--- src/rtl/uart_tx_block.sv ---
// uart_tx_block: UART transmitter, start + LSB-first data + stop bit.
// Build option: define UART_TX_PARITY_EN to add an even-parity bit.
module uart_tx_block #(
    parameter int NUM_DATA_BITS = 8,
    parameter int CLKS_PER_BIT  = 10
) (
    input  logic                     clk,
    input  logic                     n_rst,
    input  logic                     tx_start,
    input  logic [NUM_DATA_BITS-1:0] tx_data,
    output logic                     serial_out,
    output logic                     tx_busy,
    output logic                     tx_done
);

    localparam int CNT_W = $clog2(CLKS_PER_BIT + 1);
    localparam int IDX_W = $clog2(NUM_DATA_BITS + 1);

    localparam logic [CNT_W-1:0] CNT_ZERO = '0;
    localparam logic [CNT_W-1:0] CNT_ONE  = CNT_W'(1);
    localparam logic [CNT_W-1:0] CNT_MAX  = CNT_W'(CLKS_PER_BIT);
    localparam logic [IDX_W-1:0] IDX_ZERO = '0;
    localparam logic [IDX_W-1:0] IDX_ONE  = IDX_W'(1);
    localparam logic [IDX_W-1:0] IDX_LAST = IDX_W'(NUM_DATA_BITS - 1);

    typedef enum logic [2:0] {
        S_IDLE   = 3'd0,
        S_START  = 3'd1,
        S_DATA   = 3'd2,
`ifdef UART_TX_PARITY_EN
        S_PARITY = 3'd3,
`endif
        S_STOP   = 3'd4
    } state_t;

    state_t                   state_q, state_d;
    logic [NUM_DATA_BITS-1:0] shift_q, shift_d;
    logic [NUM_DATA_BITS-1:0] shift_nxt;
    logic [CNT_W-1:0]         cnt_q, cnt_d;
    logic [IDX_W-1:0]         idx_q, idx_d;
    logic                     serial_q, serial_d;
    logic                     busy_q, busy_d;
    logic                     done_q, done_d;
    logic                     rollover;
`ifdef UART_TX_PARITY_EN
    logic                     parity_q, parity_d;
`endif

    assign rollover  = (cnt_q == CNT_MAX);
    assign shift_nxt = shift_q >> 1;

    // Next-state, next-output and counter logic; outputs are
    // computed for the cycle after the edge so they leave flops.
    always_comb begin
        state_d  = state_q;
        shift_d  = shift_q;
        cnt_d    = cnt_q;
        idx_d    = idx_q;
        serial_d = serial_q;
        busy_d   = busy_q;
        done_d   = 1'b0;
`ifdef UART_TX_PARITY_EN
        parity_d = parity_q;
`endif

        // Bit-period counter rolls 1..CLKS_PER_BIT outside IDLE.
        if (state_q != S_IDLE) begin
            cnt_d = rollover ? CNT_ONE : cnt_q + CNT_ONE;
        end

        unique case (state_q)
            S_IDLE: begin
                serial_d = 1'b1;
                busy_d   = 1'b0;
                cnt_d    = CNT_ZERO;
                idx_d    = IDX_ZERO;
                if (tx_start) begin
                    state_d  = S_START;
                    shift_d  = tx_data;
                    cnt_d    = CNT_ONE;
                    serial_d = 1'b0;
                    busy_d   = 1'b1;
`ifdef UART_TX_PARITY_EN
                    parity_d = ^tx_data;
`endif
                end
            end

            S_START: begin
                if (rollover) begin
                    state_d  = S_DATA;
                    idx_d    = IDX_ZERO;
                    serial_d = shift_q[0];
                end
            end

            S_DATA: begin
                if (rollover) begin
                    if (idx_q == IDX_LAST) begin
                        idx_d = IDX_ZERO;
`ifdef UART_TX_PARITY_EN
                        state_d  = S_PARITY;
                        serial_d = parity_q;
`else
                        state_d  = S_STOP;
                        serial_d = 1'b1;
`endif
                    end else begin
                        idx_d    = idx_q + IDX_ONE;
                        shift_d  = shift_nxt;
                        serial_d = shift_nxt[0];
                    end
                end
            end

`ifdef UART_TX_PARITY_EN
            S_PARITY: begin
                if (rollover) begin
                    state_d  = S_STOP;
                    serial_d = 1'b1;
                end
            end
`endif

            S_STOP: begin
                if (rollover) begin
                    state_d  = S_IDLE;
                    cnt_d    = CNT_ZERO;
                    serial_d = 1'b1;
                    busy_d   = 1'b0;
                    done_d   = 1'b1;
                end
            end

            default: begin
                state_d  = S_IDLE;
                cnt_d    = CNT_ZERO;
                idx_d    = IDX_ZERO;
                serial_d = 1'b1;
                busy_d   = 1'b0;
            end
        endcase
    end

    // FSM, datapath and registered outputs; reset abandons any frame.
    always_ff @(posedge clk or negedge n_rst) begin
        if (!n_rst) begin
            state_q  <= S_IDLE;
            shift_q  <= '0;
            cnt_q    <= CNT_ZERO;
            idx_q    <= IDX_ZERO;
            serial_q <= 1'b1;
            busy_q   <= 1'b0;
            done_q   <= 1'b0;
`ifdef UART_TX_PARITY_EN
            parity_q <= 1'b0;
`endif
        end else begin
            state_q  <= state_d;
            shift_q  <= shift_d;
            cnt_q    <= cnt_d;
            idx_q    <= idx_d;
            serial_q <= serial_d;
            busy_q   <= busy_d;
            done_q   <= done_d;
`ifdef UART_TX_PARITY_EN
            parity_q <= parity_d;
`endif
        end
    end

    assign serial_out = serial_q;
    assign tx_busy    = busy_q;
    assign tx_done    = done_q;

endmodule

--- config.mk ---
export PLATFORM = sky130hd
export DESIGN_NAME = uart_tx_block
export DESIGN_NICKNAME = d
export VERILOG_FILES = /design/src/rtl/uart_tx_block.sv
export SDC_FILE = /design/constraint.sdc
export NUM_CORES = 1
export LEC_CHECK = 0
export CAP_MARGIN = 20
export CORE_UTILIZATION = 54
export DETAILED_ROUTE_END_ITERATION = 6
export PLACE_DENSITY = 0.79
export RECOVER_POWER = 100
export SYNTH_ARGS = -nofsm -noshare
export SYNTH_HDL_FRONTEND = slang
export SYNTH_SLANG_ARGS = --single-unit
--- constraint.sdc ---
create_clock -name clk -period 1.9 [get_ports clk]
set_input_delay 0.475 -clock clk [delete_from_list [all_inputs] [get_ports clk]]
set_output_delay 0.475 -clock clk [all_outputs]
set_load 0.05 [all_outputs]
=== Yosys cells after proc, flatten, opt, wreduce, memory -nomap -nowiden ===
Index checks and enable logic that the tools add are counted.

* Flip-flop bits (word level): 22
* Bits of input ports: 11
* Output and inout port bits: 3
* Word-level logic and storage cells: 61

* Add/sub/neg operators: 2
* Equal/unequal tests: 11
* Muxes and demuxes: 30
* Bitwise operators: 2
* Reductions and logical operators: 9

{| class="wikitable"
|+ Operator list
! operator !! count
|-
| $mux 4 || 6
|-
| $mux 8 || 3
|-
| $pmux 4 s3 || 2
|-
| $pmux 8 s2 || 1
|-
| $mux 3 || 5
|-
| $ne 2x2->1 const B || 6
|-
| $pmux 3 s4 || 1
|-
| $mux 1 || 10
|-
| $add 4x1->4 const B || 2
|-
| $reduce_and 3->1 || 2
|-
| $reduce_and 5->1 || 1
|-
| $eq 4x3->1 const B || 1
|-
| $eq 4x4->1 const B || 1
|-
| $pmux 1 s4 || 1
|-
| $reduce_and 4->1 || 1
|-
| $eq 3x1->1 const B || 1
|-
| $eq 3x2->1 const B || 1
|-
| $eq 3x3->1 const B || 1
|-
| $logic_not 3->1 || 1
|-
| $pmux 1 s3 || 1
|-
| $reduce_bool 3->1 || 1
|-
| $not 1->1 || 2
|-
| $reduce_and 2->1 || 1
|-
| $reduce_bool 2->1 || 1
|-
| $reduce_or 2->1 || 1
|}

=== Logic depth before layout (Yosys ltp) ===
* Word-level depth: 5
* Depth in mapped cells: 7
* Mapped depth without buffers: 6

=== Worst setup path before layout ===
No wires, ideal clock.

* Path type: reg-to-reg
* From: reg cnt_q[0]
* To: reg idx_q[3]
* Library setup time: 0.110 ns
* Arrival time: 1.491 ns
* Data required time: 1.790 ns
* Setup slack: 0.299 ns
* Cell stages (with the launch flop): 8
* Path buffers: 1
* Period minus slack after synthesis: 1.601 ns
* Cells stage by stage: dfrtp_1 > inv_1 > ha_1 > and3b_1 > clkbuf_1 > o31ai_2 > o21ai_0 > o41ai_1

* Longest elaborated chain between the ends: 3
* Elaborated cells on any way between the ends: 4
* Those cells by class: eq/ne (3); reduce/logical (1)

{| class="wikitable"
|+ RTL lines
! what !! RTL line !! source
|-
| start: declaration || 39 || <nowiki>logic [CNT_W-1:0] cnt_q, cnt_d;</nowiki>
|-
| start signal: assignment || 161 || <nowiki>cnt_q <= cnt_d;</nowiki>
|-
| $eq 4x4->1 * || 49 || <nowiki>assign rollover = (cnt_q == CNT_MAX);</nowiki>
|-
| $ne 2x2->1 (no line) || n/a ||
|-
| $reduce_and 3->1 (no line) * || n/a ||
|-
| end signal: assignment || 162 || <nowiki>idx_q <= idx_d;</nowiki>
|-
| end: declaration || 40 || <nowiki>logic [IDX_W-1:0] idx_q, idx_d;</nowiki>
|}

Mark *: on every way between the ends. The rest lies on a longest branch, timed or not.
A chain may end at the register's enable or synchronous reset.

=== Final worst setup path ===
* From: reg state_q[2]
* To: reg serial_q, in the netlist serial_out

* Longest elaborated chain between the ends: 3
* Elaborated cells on any way between the ends: 9
* Those cells by class: eq/ne (6); mux (1); reduce/logical (2)

{| class="wikitable"
|+ RTL lines
! what !! RTL line !! source
|-
| start: declaration || 36 || <nowiki>state_t state_q, state_d;</nowiki>
|-
| start signal: assignment || 159 || <nowiki>state_q <= state_d;</nowiki>
|-
| $eq 3x1->1, or another cell as far along || 71 || <nowiki>unique case (state_q)</nowiki>
|-
| $ne 2x2->1 (no line) || n/a ||
|-
| $reduce_and 3->1 (no line) || n/a ||
|-
| end signal: assignment || 163 || <nowiki>serial_q <= serial_d;</nowiki>
|-
| end: declaration || 41 || <nowiki>logic serial_q, serial_d;</nowiki>
|}

Parallel ways exist; a longest one is shown, timed or not.

==> metrics.yaml <==
critical_path:
  crit_family: "flip-flops"
  worst_ep_required_time_ps: 2150
  worst_path_largest_cell_delay_ps: 660
  regToRegStartpoint: "state_q[2]$_DFFE_PN0P_"
  startpoint_type: "flip-flop"
  cp.arrival_ps: 1980
  ff2ff_path_depth: 4
  crit_path_max_fanout: 11
  crit_chain: "or3b_1 > o21ai_2 > nand2_2 > mux2_1"
  cpMaxStageDelayCell: "dfrtp_1"
  worst_setup_path_end_kind: "flip-flop"
  critPathBufInv: 0
  timing.reg2reg.setup_slack_ps: 170
  crit-reg2reg-capture: "serial_out$_DFFE_PN1P_"
  path_depth: 4
  path_class: "reg2reg"
final_layout:
  final_cell_mix: "nand2_1 (22), dfrtp_1 (21), a21oi_1 (14), clkdlybuf4s50_1 (10), nor2_1 (9)"
  drive_gt1_share_pct: 10.64
  final_common_cell: "nand2_1"
  area_growth_pct: 15.10
  fin_area_sq_um: 1383
  fin_util_pct: 68.38
  num-nets-final: 156
  final_cells: 168
  antenna_cells: 0
clocking:
  tritoncts: "built"
  cts_buffers: 3
  clk_pin_slew_worst_paths_ps: 120
  ctsHtreeMaxLevel: 1
  clock-root-buffer: "clkbuf_4"
  clk_latency_ps: 310
  cts_num_sinks: 22
  cts_buffer_depth: 2
  ctsHoldBuffers: 0
  cts_setup_buffers: 0
grt:
  grt_max_degree: 23
  overflow: 0
  grtUsageTotal_pct: 22.33
  grt_pass1_wl_microns: 4146
  grt_pass1_vias: 931
  antenna_found_initial: 0
timing:
  finalCritPeriodShare_pct: 91.11
  setup_tns_ps: 0
  final.setup.worst_slack_ps: 168.9
  finClkSkew_ps: 2.364
  finalMaxSlewViolations: 0
  worst_pin_slew_ps: 1148
  max_freq_mhz: 577.7
  setup_violations: 0
  whs_ps: 480.4
  min_period_ps: 1731
  finalHoldViolCount: 0
  slew_headroom_pct: 23.50
  rsz0062_at_grt: "false"
detailed_routing:
  top_layer: "met4"
  ant_nets: 0
  wl_per_cell_microns: 13.30
  routed_wl_microns: 2235
  vias_per_cell: 5.792
  wl_met1_microns: 987
  drtPass1Iterations: 4
  via_count: 973
  met2_length_microns: 1151
  route.met3.wl_microns: 73
  drcViolationCount: 0
  drtIter0Drc: 18
yosys:
  synth.avg_cell_area_sq_um: 9.533
  synthesis.area_sq_um: 1201
  synthesis.nets: 140
  ys_async_sr_fraction_pct: 100.0
  synth_edf_count: 0
  synthFlopType: "dfrtp_1"
  synth_cell_types: 38
  synthCells: 126
  synth.yosys.seq_area_share_pct: 45.94
  yosys.area.top_type: "dfrtp_1"
  ys_warn_count: 0
  synth_area_leaders: "dfrtp_1 (44%), nand2_1 (6.9%), a21oi_1 (5.8%)"
  synth_top_area_share_pct: 43.75
  ys_ff_latch: 22
floorplan:
  core_sq_um: 2022
  io_pins: 14
  die_w_microns: 49.17
  dieHeight_microns: 49.17
  die_area_sq_um: 2417
  initial_core_util_pct: 59.41
  rows: 16
placed_design:
  detailed_place.area_sq_um: 1365
  dp_cells: 164
  place_hpwl_microns: 1602
  gp_congestion: 0.7940
  portBuffers: 13
  pre_cts_slack_ps: 98.48
worst_hold_path:
  min-delay-start: "idx_q[3]$_DFFE_PN0P_"
  whs_endpoint: "idx_q[3]$_DFFE_PN0P_"
  hold_depth: 1
  hold_path_class: "reg2reg"
power_and_ir_drop:
  total_power_mw: 1.737
  powerDensity_nw_per_um2: 1256
  p_leak_nw: 0.6004
  vdd_ir_drop_max_mv: 0.6963
run_status:
  status: "finished clean"
job:
  cap_violations: 0
[how the worst max path moves through the flow]
stage	slack [ps]	startpoint	end
6_report	170	state_q[2]$_DFFE_PN0P_	serial_out$_DFFE_PN1P_
5_1_grt	40	cnt_q[0]$_DFF_PN0_	idx_q[2]$_DFFE_PN0P_
4_1_cts	100	cnt_q[0]$_DFF_PN0_	idx_q[3]$_DFFE_PN0P_
3_5_place_dp	100	tx_start	shift_q[7]$_DFFE_PN0P_
3_3_place_gp	140	cnt_q[0]$_DFF_PN0_	idx_q[3]$_DFFE_PN0P_
2_1_floorplan	300	cnt_q[0]$_DFF_PN0_	idx_q[3]$_DFFE_PN0P_
[synth_stat cells (2+ instances only)]
master	instances
nand2_1	22
dfrtp_1	21
a21oi_1	14
nor2_1	9
a41oi_1	7
o21ai_0	5
buf_2	4
inv_1	4
ha_1	3
nand2b_1	3
nand3_1	3
and3b_1	2
buf_4	2
o21ai_1	2
xnor2_1	2
[repair_timing]
action,in CTS,in global routing
setup endpoints to repair,0,2
hold endpoints to repair,0,0
gates resized for setup,0,1
[routing by layer]
layer	vias to the layer above	global-route usage, %
li1	476	-
met1	473	29.33
met2	22	38.58
met3	2	2.804
met4	0	5.882
met5	-	0
[power by group]
part	internal (mW)	switching, mW	leakage (nW)
Combinational	0.346	0.397	0.318
Clock	0.0820	0.141	0.0150
Sequential	0.634	0.138	0.267
[cells by family (layout without fill, tap and decap cells)]
logic type	after synthesis	count (layout)	share of synthesized area (%)
mux	2	2	2.083
fa+ha+maj	3	3	3.125
flops	22	22	45.94
xor+xnor	3	3	2.188
compound gates	37	37	21.25
buf+inv	12	27	5.416
simple gates	47	47	20.00
[sequential cells by signal, indices dropped and copies added, names as in the netlist]
signal	cells
tx_done	1
state_q	3
idx_q	4
shift_q	8
cnt_q	4
tx_busy	1
serial_out	1
[layout make-up]
type / instances / area (sq um)
inverters: 4 / 15.01
clock buffers: 4 / 26.28
multi-input cells: 92 / 586.8
repair buffers: 19 / 168.9
well taps: 27 / 33.78
fillers: 169 / 639.4
flip-flops and latches: 22 / 551.8
Note: power is estimated with default switching activity, not from simulation.
